### config.mk
export PLATFORM = sky130hd
export DESIGN_NAME = rom_loader
export DESIGN_NICKNAME = d
export VERILOG_FILES = /design/src/rtl/rom_loader_pkg.sv /design/src/rtl/rom_loader_spi_byte_engine.sv /design/src/rtl/rom_loader.sv
export SDC_FILE = /design/constraint.sdc
export NUM_CORES = 1
export LEC_CHECK = 0
export ABC_AREA = 1
export BUFFER_PORTS_ARGS = -buffer_cell sky130_fd_sc_hd__buf_2
export CAP_MARGIN = 20
export CORE_MARGIN = 4
export CORE_UTILIZATION = 44
export CTS_BUF_LIST = sky130_fd_sc_hd__clkbuf_4
export CTS_CLUSTER_SIZE = 8
export DETAILED_ROUTE_END_ITERATION = 8
export PLACE_DENSITY_LB_ADDON = 0.3
export SLEW_MARGIN = 20
export SYNTH_ARGS = -nofsm -noshare
export SYNTH_HDL_FRONTEND = slang
export SYNTH_SLANG_ARGS = --single-unit
### constraint.sdc
create_clock -name raw_clk -period 1.8 [get_ports raw_clk]
set_input_delay 0.09 -clock raw_clk [delete_from_list [all_inputs] [get_ports raw_clk]]
set_output_delay 0.09 -clock raw_clk [all_outputs]
set_load 0.01 [all_outputs]
### src/rtl/rom_loader_pkg.sv
// Shared constants and loader state encoding for the SPI EEPROM ROM loader.
package rom_loader_pkg;

  localparam int          DEF_ROM_DEPTH  = 1024;
  localparam int          DEF_ADDR_WIDTH = 10;
  localparam int          DEF_SPI_DIV    = 4;
  localparam logic [15:0] DEF_EE_BASE    = 16'h0000;
  localparam logic [7:0]  DEF_READ_CMD   = 8'h03;

  typedef enum logic [3:0] {
    ST_IDLE,
    ST_CS_SETUP,
    ST_CMD,
    ST_ADDR,
    ST_DATA,
    ST_WRITE,
    ST_CS_HOLD,
    ST_DONE,
    ST_ERROR
  } state_t;

  function automatic logic is_active(input state_t s);
    return !(s inside {ST_IDLE, ST_DONE, ST_ERROR});
  endfunction

endpackage

### src/rtl/rom_loader_spi_byte_engine.sv
// SCK divider plus 8-bit SPI mode-0 shifter with a continuous byte stream.
module spi_byte_engine #(
  parameter int SPI_DIV = 4
) (
  input  logic       clk_i,
  input  logic       rst_ni,
  input  logic       clr_i,
  input  logic       ld_i,
  input  logic       en_i,
  input  logic       run_i,
  input  logic [7:0] tx_i,
  input  logic       miso_i,
  output logic       sck_o,
  output logic       mosi_o,
  output logic       tick_o,
  output logic       byte_done_o,
  output logic [7:0] rx_o
);

  localparam int DW = $clog2(SPI_DIV);

  logic [DW-1:0] div_q, div_d;
  logic [3:0]    cnt_q, cnt_d;
  logic [7:0]    tx_q, tx_d;
  logic [7:0]    rx_q, rx_d;
  logic          sck_q, sck_d;

  assign tick_o      = en_i && (div_q == DW'(SPI_DIV - 1));
  assign byte_done_o = run_i && tick_o && sck_q && (cnt_q == 4'd8);
  assign sck_o       = sck_q;
  assign mosi_o      = tx_q[7];
  assign rx_o        = rx_q;

  always_comb begin
    div_d = div_q;
    cnt_d = cnt_q;
    tx_d  = tx_q;
    rx_d  = rx_q;
    sck_d = sck_q;
    if (en_i) div_d = tick_o ? '0 : div_q + 1'b1;
    // Rise samples MISO; fall shifts MOSI or hands over to the next byte.
    if (run_i && tick_o) begin
      sck_d = !sck_q;
      if (!sck_q) begin
        rx_d  = {rx_q[6:0], miso_i};
        cnt_d = cnt_q + 4'd1;
      end else if (cnt_q == 4'd8) begin
        tx_d  = tx_i;
        cnt_d = '0;
      end else begin
        tx_d = {tx_q[6:0], 1'b0};
      end
    end
    if (ld_i) begin
      div_d = '0;
      cnt_d = '0;
      sck_d = 1'b0;
      tx_d  = tx_i;
    end
    if (clr_i) begin
      div_d = '0;
      cnt_d = '0;
      sck_d = 1'b0;
      tx_d  = '0;
    end
  end

  always_ff @(posedge clk_i or negedge rst_ni) begin
    if (!rst_ni) begin
      div_q <= '0;
      cnt_q <= '0;
      tx_q  <= '0;
      rx_q  <= '0;
      sck_q <= 1'b0;
    end else begin
      div_q <= div_d;
      cnt_q <= cnt_d;
      tx_q  <= tx_d;
      rx_q  <= rx_d;
      sck_q <= sck_d;
    end
  end

endmodule

### src/rtl/rom_loader.sv
// Copies a program image from a 25xx SPI EEPROM into the core ROM,
// holding the core until the image is written or found blank.
module rom_loader
  import rom_loader_pkg::*;
#(
  parameter int          ROM_DEPTH  = DEF_ROM_DEPTH,
  parameter int          ADDR_WIDTH = DEF_ADDR_WIDTH,
  parameter int          SPI_DIV    = DEF_SPI_DIV,
  parameter logic [15:0] EE_BASE    = DEF_EE_BASE,
  parameter logic [7:0]  READ_CMD   = DEF_READ_CMD
) (
  input  logic                  raw_clk,
  input  logic                  button_reset,
  input  logic                  start,
  input  logic                  abort,
  output logic                  spi_cs_n,
  output logic                  spi_sck,
  output logic                  spi_mosi,
  input  logic                  spi_miso,
  output logic                  rom_we,
  output logic [ADDR_WIDTH-1:0] rom_waddr,
  output logic [7:0]            rom_wdata,
  output logic                  cpu_hold,
  output logic                  busy,
  output logic                  done,
  output logic                  error
);

  state_t                state_q, state_d;
  logic [ADDR_WIDTH-1:0] idx_q, idx_d;
  logic                  ab_q, ab_d;
  logic                  b0ff_q, b0ff_d;
  logic                  active, start_ok, run;
  logic                  tick, byte_done;
  logic [7:0]            tx, rx;

  assign active   = is_active(state_q);
  assign start_ok = start && !abort && !active;
  assign run      = state_q inside {ST_CMD, ST_ADDR, ST_DATA, ST_WRITE};

  spi_byte_engine #(
    .SPI_DIV(SPI_DIV)
  ) u_eng (
    .clk_i      (raw_clk),
    .rst_ni     (button_reset),
    .clr_i      (abort),
    .ld_i       (start_ok),
    .en_i       (active),
    .run_i      (run),
    .tx_i       (tx),
    .miso_i     (spi_miso),
    .sck_o      (spi_sck),
    .mosi_o     (spi_mosi),
    .tick_o     (tick),
    .byte_done_o(byte_done),
    .rx_o       (rx)
  );

  // Byte handed to the shifter at the fall that closes the current byte.
  always_comb begin
    tx = READ_CMD;
    case (state_q)
      ST_CMD:                      tx = EE_BASE[15:8];
      ST_ADDR:                     tx = ab_q ? 8'h00 : EE_BASE[7:0];
      ST_DATA, ST_WRITE, ST_CS_HOLD: tx = 8'h00;
      default:                     tx = READ_CMD;
    endcase
  end

  always_comb begin
    state_d = state_q;
    idx_d   = idx_q;
    ab_d    = ab_q;
    b0ff_d  = b0ff_q;
    unique case (state_q)
      ST_IDLE, ST_DONE, ST_ERROR: begin
        if (start_ok) begin
          state_d = ST_CS_SETUP;
          idx_d   = '0;
          ab_d    = 1'b0;
          b0ff_d  = 1'b0;
        end
      end
      ST_CS_SETUP: if (tick) state_d = ST_CMD;
      ST_CMD:      if (byte_done) state_d = ST_ADDR;
      ST_ADDR: begin
        if (byte_done) begin
          ab_d = 1'b1;
          if (ab_q) state_d = ST_DATA;
        end
      end
      ST_DATA:     if (byte_done) state_d = ST_WRITE;
      ST_WRITE: begin
        idx_d = idx_q + 1'b1;
        if (idx_q == '0) b0ff_d = (rx == 8'hff);
        if (idx_q == ADDR_WIDTH'(1) && b0ff_q && rx == 8'hff)
          state_d = ST_ERROR;
        else if (idx_q == ADDR_WIDTH'(ROM_DEPTH - 1))
          state_d = ST_CS_HOLD;
        else
          state_d = ST_DATA;
      end
      ST_CS_HOLD:  if (tick) state_d = ST_DONE;
      default:     state_d = ST_IDLE;
    endcase
    if (abort) state_d = ST_IDLE;
  end

  always_ff @(posedge raw_clk or negedge button_reset) begin
    if (!button_reset) begin
      state_q <= ST_IDLE;
      idx_q   <= '0;
      ab_q    <= 1'b0;
      b0ff_q  <= 1'b0;
    end else begin
      state_q <= state_d;
      idx_q   <= idx_d;
      ab_q    <= ab_d;
      b0ff_q  <= b0ff_d;
    end
  end

  assign spi_cs_n  = !active;
  assign cpu_hold  = active;
  assign busy      = active;
  assign rom_we    = (state_q == ST_WRITE);
  assign rom_waddr = idx_q;
  assign rom_wdata = rx;
  assign done      = (state_q == ST_DONE);
  assign error     = (state_q == ST_ERROR);

endmodule

==> flow_summary_export.csv, run 1 <==
group,metric,value,unit
routing,first_pass_iters,4,
critical_path,critical-path-top-delay-family,"flip-flops",
placement,dpl.cell_count,365,
grt,use_met1,0.2296,
critical_path,worstSetupPathType,"flip-flop to primary output",
min_path,hold_path_class,"primary input to flip-flop",
power,clkPwrFrac,0.198,
die,dieArea,0.006103,mm²
grt,overflow,0,
sta,hold_slack,0.07438,ns
finish,num_antenna_cells,0,
finish,area_growth,16.19,%
synth,synth_edf_count,0,
critical_path,path_buf_inv,3,
clocking,cts_made_buffers,5,
die,core_area,0.004755,mm²
clocking,clock_path_buffers,2,
routing,routed_wl,4.454,mm
finish,final_util,0.5287,
die,die_w,78.12,µm
power,power_frac_comb,0.403,
routing,vias,1851,
placement,port_buffers,30,
sta,fin_ws,0.1496,ns
synth,yosysWarnings,0,
synth,syn_area_per_cell,8.072,µm²
die,num_rows,25,
power,power_switching_share,0.4124,
run,maxCapViolCount,0,
sta,clock-skew-final,0.01289,ns
sta,worstMarginPinSlew,0.5020,ns
die,io_pins,31,
grt,grt_max_degree,40,
grt,grtUsageMet2,0.2568,
placement,place_ws,0.1458,ns
critical_path,cp.required,1.71,ns
clocking,cts.sinks,39,
grt,grt_pass1_vias,1769,
clocking,cts-root-buf,"clkbuf_4",
critical_path,crit_path_max_incr_delay,0.47,ns
synth,yosys_register_bits,39,
power,peakVddDrop,0.5738,mV
clocking,path_clk_slew,0.13,ns
routing,drc_errors,0,
critical_path,worstSetupStartpointType,"flip-flop",
critical_path,arrival,1.56,ns
finish,final_cells,376,
sta,slew_viol_final,0,
sta,fmax,605.9,MHz
die,die_h,78.12,µm
critical_path,crit_path_end_kind,"primary output",
sta,period_needed,1.650,ns
synth,netlist_instances,268,
clocking,clock_latency,0.35,ns
grt,antenna_found_initial,0,
placement,gp_congestion,0.8701,
routing,drtIter0Drc,126,
sta,hold_viol,0,
finish,layout-drive-gt1-share,0.2362,
grt,grtUsageMet3,0.03211,
finish,fillerInstances,477,
critical_path,cp_max_fo,8,
synth,synth_ff_type,"dfrtp_1",
power,leakage,0.001295,µW
routing,avgViaCountPerCell,4.923,
clocking,cts-htree-levels,2,
power,intPower,1731,µW
grt,grt_pass1_wl,8.107,mm
power,power,2946,µW
grt,busiest_layer,"met2",
placement,dp.final_hpwl,3.202,mm
power,p_sw,1215,µW
clocking,cts_tree,"done",
power,cellPowerDensity,1172,mW/mm²
sta,setup_viol,0,
critical_path,cpMaxStageDelayCell,"dfrtp_2",
outcome,outcome,"completed",
finish,nets,319,
routing,final_antenna_net_count,0,
synth,synth_cell_types,35,
synth,synth_nets,279,
routing,avgRoutedWirePerCell,11.85,µm
sta,finalCritPeriodShare,0.9169,
power,seqPwrFrac,0.399,
sta,slew_headroom,0.6653,
die,initial_utilization,0.4550,
synth,syn-cell-area,0.002163,mm²
grt,track_usage,0.1642,
synth,async_flop_share,1.000,
synth,yosysSeqAreaShare,0.4511,
critical_path,path_cells,"nor2_4 > nand2_2 > inv_4 > buf_4 > buf_2",
## layout by cell type (no fill, tap or decap), types with 3 or more instances in the layout
| cell type | n |
|---|---|
| buf_4 | 5 |
| o21ai_0 | 10 |
| nor2_1 | 26 |
| dfrtp_1 | 37 |
| buf_2 | 30 |
| ha_1 | 6 |
| nand3_1 | 30 |
| o22ai_1 | 4 |
| nor3_1 | 3 |
| inv_2 | 7 |
| nand4_1 | 5 |
| nand2_1 | 66 |
| a21oi_1 | 16 |
| clkbuf_4 | 5 |
| nand2_2 | 6 |
| o21ai_1 | 3 |
| inv_1 | 18 |
| nand2_4 | 3 |
## layer usage
layer,wire (µm),part of all wire,vias to the layer above
met3,130,0.029,5
met2,1985,0.45,31
met1,2273,0.51,856
met4,65,0.015,0
met5,0,0,-
li1,-,-,959
## path summary, 6_finish.rpt
check	startpoint	end	slack (ns)	cells after the start
max reg2reg	state_q[0]$_DFFE_PN0P_	rom_waddr[1]$_DFFE_PN0P_	0.16	7
max	state_q[3]$_DFFE_PN0P_	rom_we	0.15	5
min reg2reg	u_eng.tx_q[5]$_DFFE_PN0P_	u_eng.tx_q[5]$_DFFE_PN0P_	0.49	2
min	abort	u_eng.div_q[0]$_DFFE_PN0P_	0.07	2
max in group asynchronous	button_reset	state_q[3]$_DFFE_PN0P_	1.12	3
min in group asynchronous	button_reset	u_eng.div_q[1]$_DFFE_PN0P_	0.31	3
## cell usage after synthesis (3+ instances only)
master,instances,share of area
inv_2,7,0.012
o21ai_0,10,0.023
ha_1,6,0.035
nand2_2,5,0.014
nand2_1,67,0.12
inv_1,19,0.033
nor3_1,3,0.0069
dfrtp_1,39,0.45
o22ai_1,4,0.012
nand4_1,5,0.014
o21ai_1,3,0.0069
a21oi_1,16,0.037
nand3_1,30,0.069
nor2_1,26,0.045
nand2_4,3,0.016
## cells by family after synthesis
family                     synth area share
and+or+nand+nor                      0.3326
DFF                                  0.4511
AOI/OAI and AO/OA                    0.1012
buffers and inverters               0.06362
adders and majority gates           0.03470
xor gates and xnor gates            0.01215
muxes                              0.004627
## flip-flops by register name, summed over array words and instances, names as in the netlist
| register | count |
|---|---|
| b0ff_q | 1 |
| state_q | 4 |
| u_eng.tx_q | 8 |
| u_eng.rx_o | 8 |
| u_eng.cnt_q | 4 |
| ab_q | 1 |
| rom_waddr | 10 |
| u_eng.div_q | 2 |
| u_eng.sck_o | 1 |
## worst register-to-register path: cells and delay by family (launching register included)
kind,cells,cell delay (ns)
AND/OR/NAND/NOR,5,0.74
AO/OA/AOI/OAI,1,0.12
buffers and inverters,1,0.20
flip-flops,1,0.47
## stage by stage
stage / cell area, µm² / setup TNS, ns
after global placement: 2402 / 0
final: 2514 / 0
after CTS: 2502 / 0
after global routing: 2514 / -0.005302
after floorplan: 2163 / 0
after detailed placement: 2402 / 0
## repair_timing
action / CTS / global route
hold buffers: 2 / 0
endpoints found under the hold margin: 40 / 0
setup endpoints to repair: 1 / 1
gates resized for setup: 3 / 2
setup buffers: 0 / 1
## final cells by class
| type | instances | area (µm²) | share of cell area |
|---|---|---|---|
| sequential | 39 | 978.4 | 0.3892 |
| tap | 67 | 83.83 | 0.03335 |
| clock buffer | 5 | 37.54 | 0.01493 |
| multi-input combinational | 196 | 1052 | 0.4186 |
| clock inverter | 3 | 38.79 | 0.01543 |
| timing repair buffer | 37 | 207.7 | 0.08263 |
| inverter | 29 | 115.1 | 0.04579 |
## power by group through the flow
stage	Clock, µW	Sequential, µW	Combinational (µW)
4_1_cts	602	1180	1180
5_1_grt	646	1200	1330
3_3_place_gp	0	1190	1150
2_1_floorplan	0	1180	882
6_report	585	1170	1190
3_5_place_dp	0	1190	1170
(Power assumes the default switching activity.)
==> run 2: changes to the inputs <==
==> constraint.sdc (replaced) <==
create_clock -name raw_clk -period 1.95 [get_ports raw_clk]
set_input_delay 0.0975 -clock raw_clk [delete_from_list [all_inputs] [get_ports raw_clk]]
set_output_delay 0.0975 -clock raw_clk [all_outputs]
set_load 0.01 [all_outputs]
==> flow_summary_export.csv, run 2 (synthesis results as in run 1) <==
group,metric,value,unit
routing,first_pass_iters,4,
critical_path,cp_max_fo,8,
sta,worstMarginPinSlew,0.8577,ns
critical_path,crit_path_end_kind,"primary output",
critical_path,critical-path-top-delay-family,"buffers and inverters",
clocking,path_clk_slew,0.11,ns
run,maxCapViolCount,0,
routing,routed_wl,4.394,mm
finish,final_common_cell,"nand2_1",
placement,gp_congestion,0.8179,
die,die_w,78.12,µm
finish,area_growth,14.29,%
critical_path,arrival,1.61,ns
sta,finalSetupTns,0,ns
routing,avgViaCountPerCell,5.040,
critical_path,path_cells,"inv_1 > nor2_1 > nand2_1 > clkinvlp_4 > buf_2",
routing,drtIter0Drc,119,
sta,rsz0062_at_grt,"no",
finish,fillerInstances,468,
placement,dpl.cell_count,363,
finish,layout-drive-gt1-share,0.2215,
grt,grt_pass1_vias,1836,
power,cellPowerDensity,1020,mW/mm²
die,initial_utilization,0.4550,
critical_path,worstSetupPathType,"flip-flop to primary output",
sta,fmax,584.6,MHz
finish,nets,318,
placement,dp.final_hpwl,3.336,mm
clocking,cts-root-buf,"clkbuf_4",
sta,setup_viol,0,
die,dieArea,0.006103,mm²
outcome,outcome,"completed",
grt,antenna_found_initial,0,
grt,overflow,0,
sta,clock-skew-final,0.005802,ns
finish,num_antenna_cells,0,
die,io_pins,31,
routing,vias,1885,
min_path,hold_path_class,"primary input to flip-flop",
grt,grt_max_degree,40,
die,die_h,78.12,µm
clocking,cts-htree-levels,2,
finish,final_cells,374,
clocking,cts_tree,"done",
clocking,clock_path_buffers,2,
sta,finalCritPeriodShare,0.8772,
clocking,cts_made_buffers,5,
routing,drc_errors,0,
die,num_rows,25,
power,leakage,0.001271,µW
clocking,cts.sinks,39,
routing,avgRoutedWirePerCell,11.75,µm
critical_path,cpMaxStageDelayCell,"dfrtp_1",
critical_path,path_buf_inv,3,
finish,largest_reg_flops,10,
critical_path,crit_path_max_incr_delay,0.47,ns
power,peakVddDrop,0.4838,mV
sta,hold_viol,0,
clocking,clock_latency,0.33,ns
sta,slew_headroom,0.4282,
critical_path,cp.required,1.85,ns
routing,final_antenna_net_count,0,
finish,layout_common_cells,"67 x nand2_1, 39 x dfrtp_1, 30 x nand3_1, 30 x buf_2, 26 x nor2_1",
sta,period_needed,1.710,ns
grt,grt_pass1_wl,8.031,mm
die,core_area,0.004755,mm²
grt,track_usage,0.1596,
critical_path,worstSetupStartpointType,"flip-flop",
placement,port_buffers,30,
critical_path,reg2reg_slack,0.26,ns
sta,slew_viol_final,0,
## run 2: path summary, 6_finish.rpt
path / end / from / cells past startpoint
worst max-delay path: rom_we / state_q[0]$_DFFE_PN0P_ / 5
worst min-delay path: u_eng.div_q[0]$_DFFE_PN0P_ / abort / 2
worst max register to register: u_eng.tx_q[1]$_DFFE_PN0P_ / state_q[0]$_DFFE_PN0P_ / 10
worst min register to register: u_eng.tx_q[6]$_DFFE_PN0P_ / u_eng.tx_q[6]$_DFFE_PN0P_ / 2
max in group asynchronous: b0ff_q$_DFFE_PN0P_ / button_reset / 2
min in group asynchronous: u_eng.cnt_q[3]$_DFFE_PN0P_ / button_reset / 2
## run 2: final cells by class
type / instances / area, µm² / area share
sequential: 39 / 975.9 / 0.3947
timing repair buffer: 36 / 200.2 / 0.08097
multi-input combinational: 196 / 1050 / 0.4246
inverter: 29 / 116.4 / 0.04706
clock buffer: 5 / 37.54 / 0.01518
tap: 67 / 83.83 / 0.03391
clock inverter: 2 / 8.758 / 0.003543
## run 2: layer usage
layer | GRT usage | routed length [µm] | vias up | share of wire
met4 | 0.04196 | 29 | 0 | 0.0066
met2 | 0.2637 | 2098 | 40 | 0.48
met3 | 0.03326 | 154 | 2 | 0.035
met1 | 0.2135 | 2111 | 889 | 0.48
li1 | - | - | 954 | -
met5 | 0 | 0 | - | 0
## run 2: power by group
group / total [µW] / leakage [µW] / switching, µW / internal [µW]
Clock: 371 / 0.0000285 / 243 / 128
Sequential: 1080 / 0.000529 / 140 / 943
Combinational: 1070 / 0.000714 / 688 / 379
Total: 2520 / 0.00127 / 1070 / 1450
## run 2: worst register-to-register path: cells and delay by family (launching register included)
family / cells / cell delay [ns]
flops: 1 / 0.47
compound gates: 1 / 0.12
buf+inv: 2 / 0.15
simple gates: 7 / 0.83
## run 2: metrics by stage
stage               instance area, µm²  utilization  total power, µW  setup WS (ns)  hold WS (ns)
floorplan                         2163            -             1905         0.4451       -0.1981
CTS                               2454       0.5161             2553         0.1258        0.1003
finish                            2472       0.5200             2521         0.2395        0.1102
global route                      2472       0.5200             2762         0.1002        0.1222
global placement                  2387       0.5021             2150         0.3282        0.2637
detailed placement                2387       0.5021             2168         0.2671        0.2686
## run 2: repair_timing
item / 4_1_cts / 5_1_grt
endpoints found under the hold margin: 40 / 0
setup endpoints to repair: 0 / 1
setup buffers: 0 / 2
gates resized for setup: 0 / 1
hold buffers: 2 / 0
==> run 3: changes to the inputs <==
--- a/config.mk
+++ b/config.mk
@@ -13,7 +13,8 @@
 export CTS_BUF_LIST = sky130_fd_sc_hd__clkbuf_4
 export CTS_CLUSTER_SIZE = 8
 export DETAILED_ROUTE_END_ITERATION = 8
-export PLACE_DENSITY_LB_ADDON = 0.3
+export PLACE_DENSITY = 0.68
+export SKIP_CTS_REPAIR_TIMING = 1
 export SLEW_MARGIN = 20
 export SYNTH_ARGS = -nofsm -noshare
 export SYNTH_HDL_FRONTEND = slang
==> constraint.sdc (replaced) <==
create_clock -name raw_clk -period 1.79 [get_ports raw_clk]
set_input_delay 0.0895 -clock raw_clk [delete_from_list [all_inputs] [get_ports raw_clk]]
set_output_delay 0.0895 -clock raw_clk [all_outputs]
set_load 0.01 [all_outputs]
==> flow_summary_export.csv, run 3 (synthesis results as in run 1) <==
group,metric,value,unit
outcome,outcome,"completed",
finish,regArea,978.4,µm²
grt,grt_max_degree,40,
sta,finalSetupTns,0,ns
power,power_frac_comb,0.416,
finish,final_common_cell,"nand2_1",
critical_path,reg2reg_slack,0.19,ns
critical_path,crit_path_end_kind,"primary output",
critical_path,cpMaxStageDelayCell,"dfrtp_1",
routing,routed_wl,4.453,mm
routing,avgViaCountPerCell,4.939,
clocking,cts-root-buf,"clkbuf_4",
sta,worstMarginPinSlew,0.4958,ns
power,cellPowerDensity,1132,mW/mm²
sta,fmax,613.6,MHz
die,core_area,0.004755,mm²
placement,place_ws,0.1541,ns
critical_path,crit_path_max_incr_delay,0.47,ns
die,die_w,78.12,µm
routing,vias,1857,
sta,rsz0062_at_grt,"no",
finish,fillerInstances,466,
routing,first_pass_iters,4,
placement,dp.final_hpwl,3.289,mm
placement,port_buffers,30,
clocking,path_clk_slew,0.12,ns
die,io_pins,31,
finish,final_util,0.5253,
critical_path,reg2reg_to,"u_eng.tx_q[1]$_DFFE_PN0P_",
finish,largest_reg_flops,10,
sta,period_needed,1.630,ns
min_path,holdPathStages,2,
finish,layout_common_cells,"67 x nand2_1, 37 x dfrtp_1, 30 x nand3_1, 30 x buf_2, 25 x nor2_1",
sta,hold_viol,0,
grt,grt_pass1_wl,7.755,mm
die,dieArea,0.006103,mm²
die,num_rows,25,
min_path,worstHoldStart,"abort",
power,clkPwrFrac,0.161,
clocking,cts_made_buffers,5,
routing,avgRoutedWirePerCell,11.84,µm
critical_path,path_cells,"nor2_4 > nand2_1 > inv_2 > buf_4 > buf_2",
placement,gp_congestion,0.9060,
min_path,hold_end,"u_eng.div_q[0]$_DFFE_PN0P_",
finish,multi_input_area,0.001057,mm²
die,initial_utilization,0.4550,
grt,grt_pass1_vias,1742,
finish,num_antenna_cells,0,
critical_path,worst-path-stages,5,
critical_path,cp.required,1.70,ns
grt,overflow,0,
critical_path,critical-path-top-delay-family,"flip-flops",
clocking,cts_tree,"done",
sta,finalCritPeriodShare,0.9104,
die,die_h,78.12,µm
power,leakage,0.001280,µW
sta,slew_viol_final,0,
sta,setup_viol,0,
finish,nets,319,
routing,drc_errors,0,
power,power_switching_share,0.4324,
clocking,cts-htree-levels,2,
grt,track_usage,0.1574,
critical_path,worstSetupPathType,"flip-flop to primary output",
run,maxCapViolCount,0,
sta,fin_ws,0.1603,ns
routing,drtIter0Drc,120,
critical_path,cp_max_fo,8,
clocking,clock_path_buffers,2,
grt,antenna_found_initial,0,
routing,final_antenna_net_count,0,
finish,area_growth,15.44,%
critical_path,arrival,1.54,ns
critical_path,path_buf_inv,3,
min_path,hold_path_class,"primary input to flip-flop",
power,intPower,1605,µW
sta,slew_headroom,0.6695,
power,seqPwrFrac,0.423,
sta,clock-skew-final,0.006182,ns
critical_path,worstSetupStartpointType,"flip-flop",
critical_path,reg2regPathDepth,10,
finish,layout-drive-gt1-share,0.2395,
clocking,cts.sinks,39,
power,peakVddDrop,0.5057,mV
critical_path,r2r_start,"state_q[0]$_DFFE_PN0P_",
clocking,clock_latency,0.34,ns
power,p_sw,1222,µW
run 3: final cells by class:
| type | instances | area share |
|---|---|---|
| multi-input cells | 196 | 0.4233 |
| flip-flops and latches | 39 | 0.3918 |
| repair buffers | 37 | 0.08317 |
| inverters | 29 | 0.04509 |
| well taps | 67 | 0.03357 |
| clock buffers | 5 | 0.01503 |
| clock inverters | 3 | 0.008016 |
run 3: metrics by stage:
step / hold slack (ns) / cells / area [µm²] / total power [µW]
2_1_floorplan: -0.2061 / 268 / 2163 / 2075
3_3_place_gp: 0.1777 / 366 / 2410 / 2359
3_5_place_dp: 0.1812 / 366 / 2410 / 2373
4_1_cts: -0.2130 / 374 / 2467 / 2842
5_1_grt: 0.07219 / 376 / 2497 / 3076
6_report: 0.08281 / 376 / 2497 / 2827
run 3: routing by layer:
metal	vias up	routed length (µm)	track usage
met5	-	0	0
met1	860	2223	0.2170
met3	4	167	0.02867
met4	0	41	0.04895
li1	958	-	-
met2	35	2021	0.2517
run 3: power by group through the flow:
stage,combinational (µW),clock [µW],sequential [µW]
after CTS,1180,481,1180
after detailed placement,1170,0,1200
final,1180,454,1200
after global routing,1340,518,1220
after global placement,1160,0,1200
after floorplan,887,0,1190
run 3: worst max path at each step:
stage,start,end,slack (ns)
after floorplan,state_q[0]$_DFFE_PN0P_,u_eng.tx_q[1]$_DFFE_PN0P_,0.29
after global placement,state_q[1]$_DFFE_PN0P_,u_eng.tx_q[1]$_DFFE_PN0P_,0.20
after detailed placement,state_q[0]$_DFFE_PN0P_,u_eng.tx_q[1]$_DFFE_PN0P_,0.15
after CTS,state_q[0]$_DFFE_PN0P_,rom_we,0.03
after global routing,state_q[3]$_DFFE_PN0P_,state_q[3]$_DFFE_PN0P_,0.03
final,state_q[3]$_DFFE_PN0P_,rom_we,0.16
run 3: worst register-to-register path, stage by stage, from the launching register on:
cell and delay, ns:
dfrtp_2 0.49, nand2_2 0.10, clkinv_2 0.08, nand2_4 0.10, nand2_8 0.08, nor2_8 0.10
nand2_4 0.08, o21ai_4 0.25, inv_4 0.09, nand2_1 0.07, nand3_1 0.06
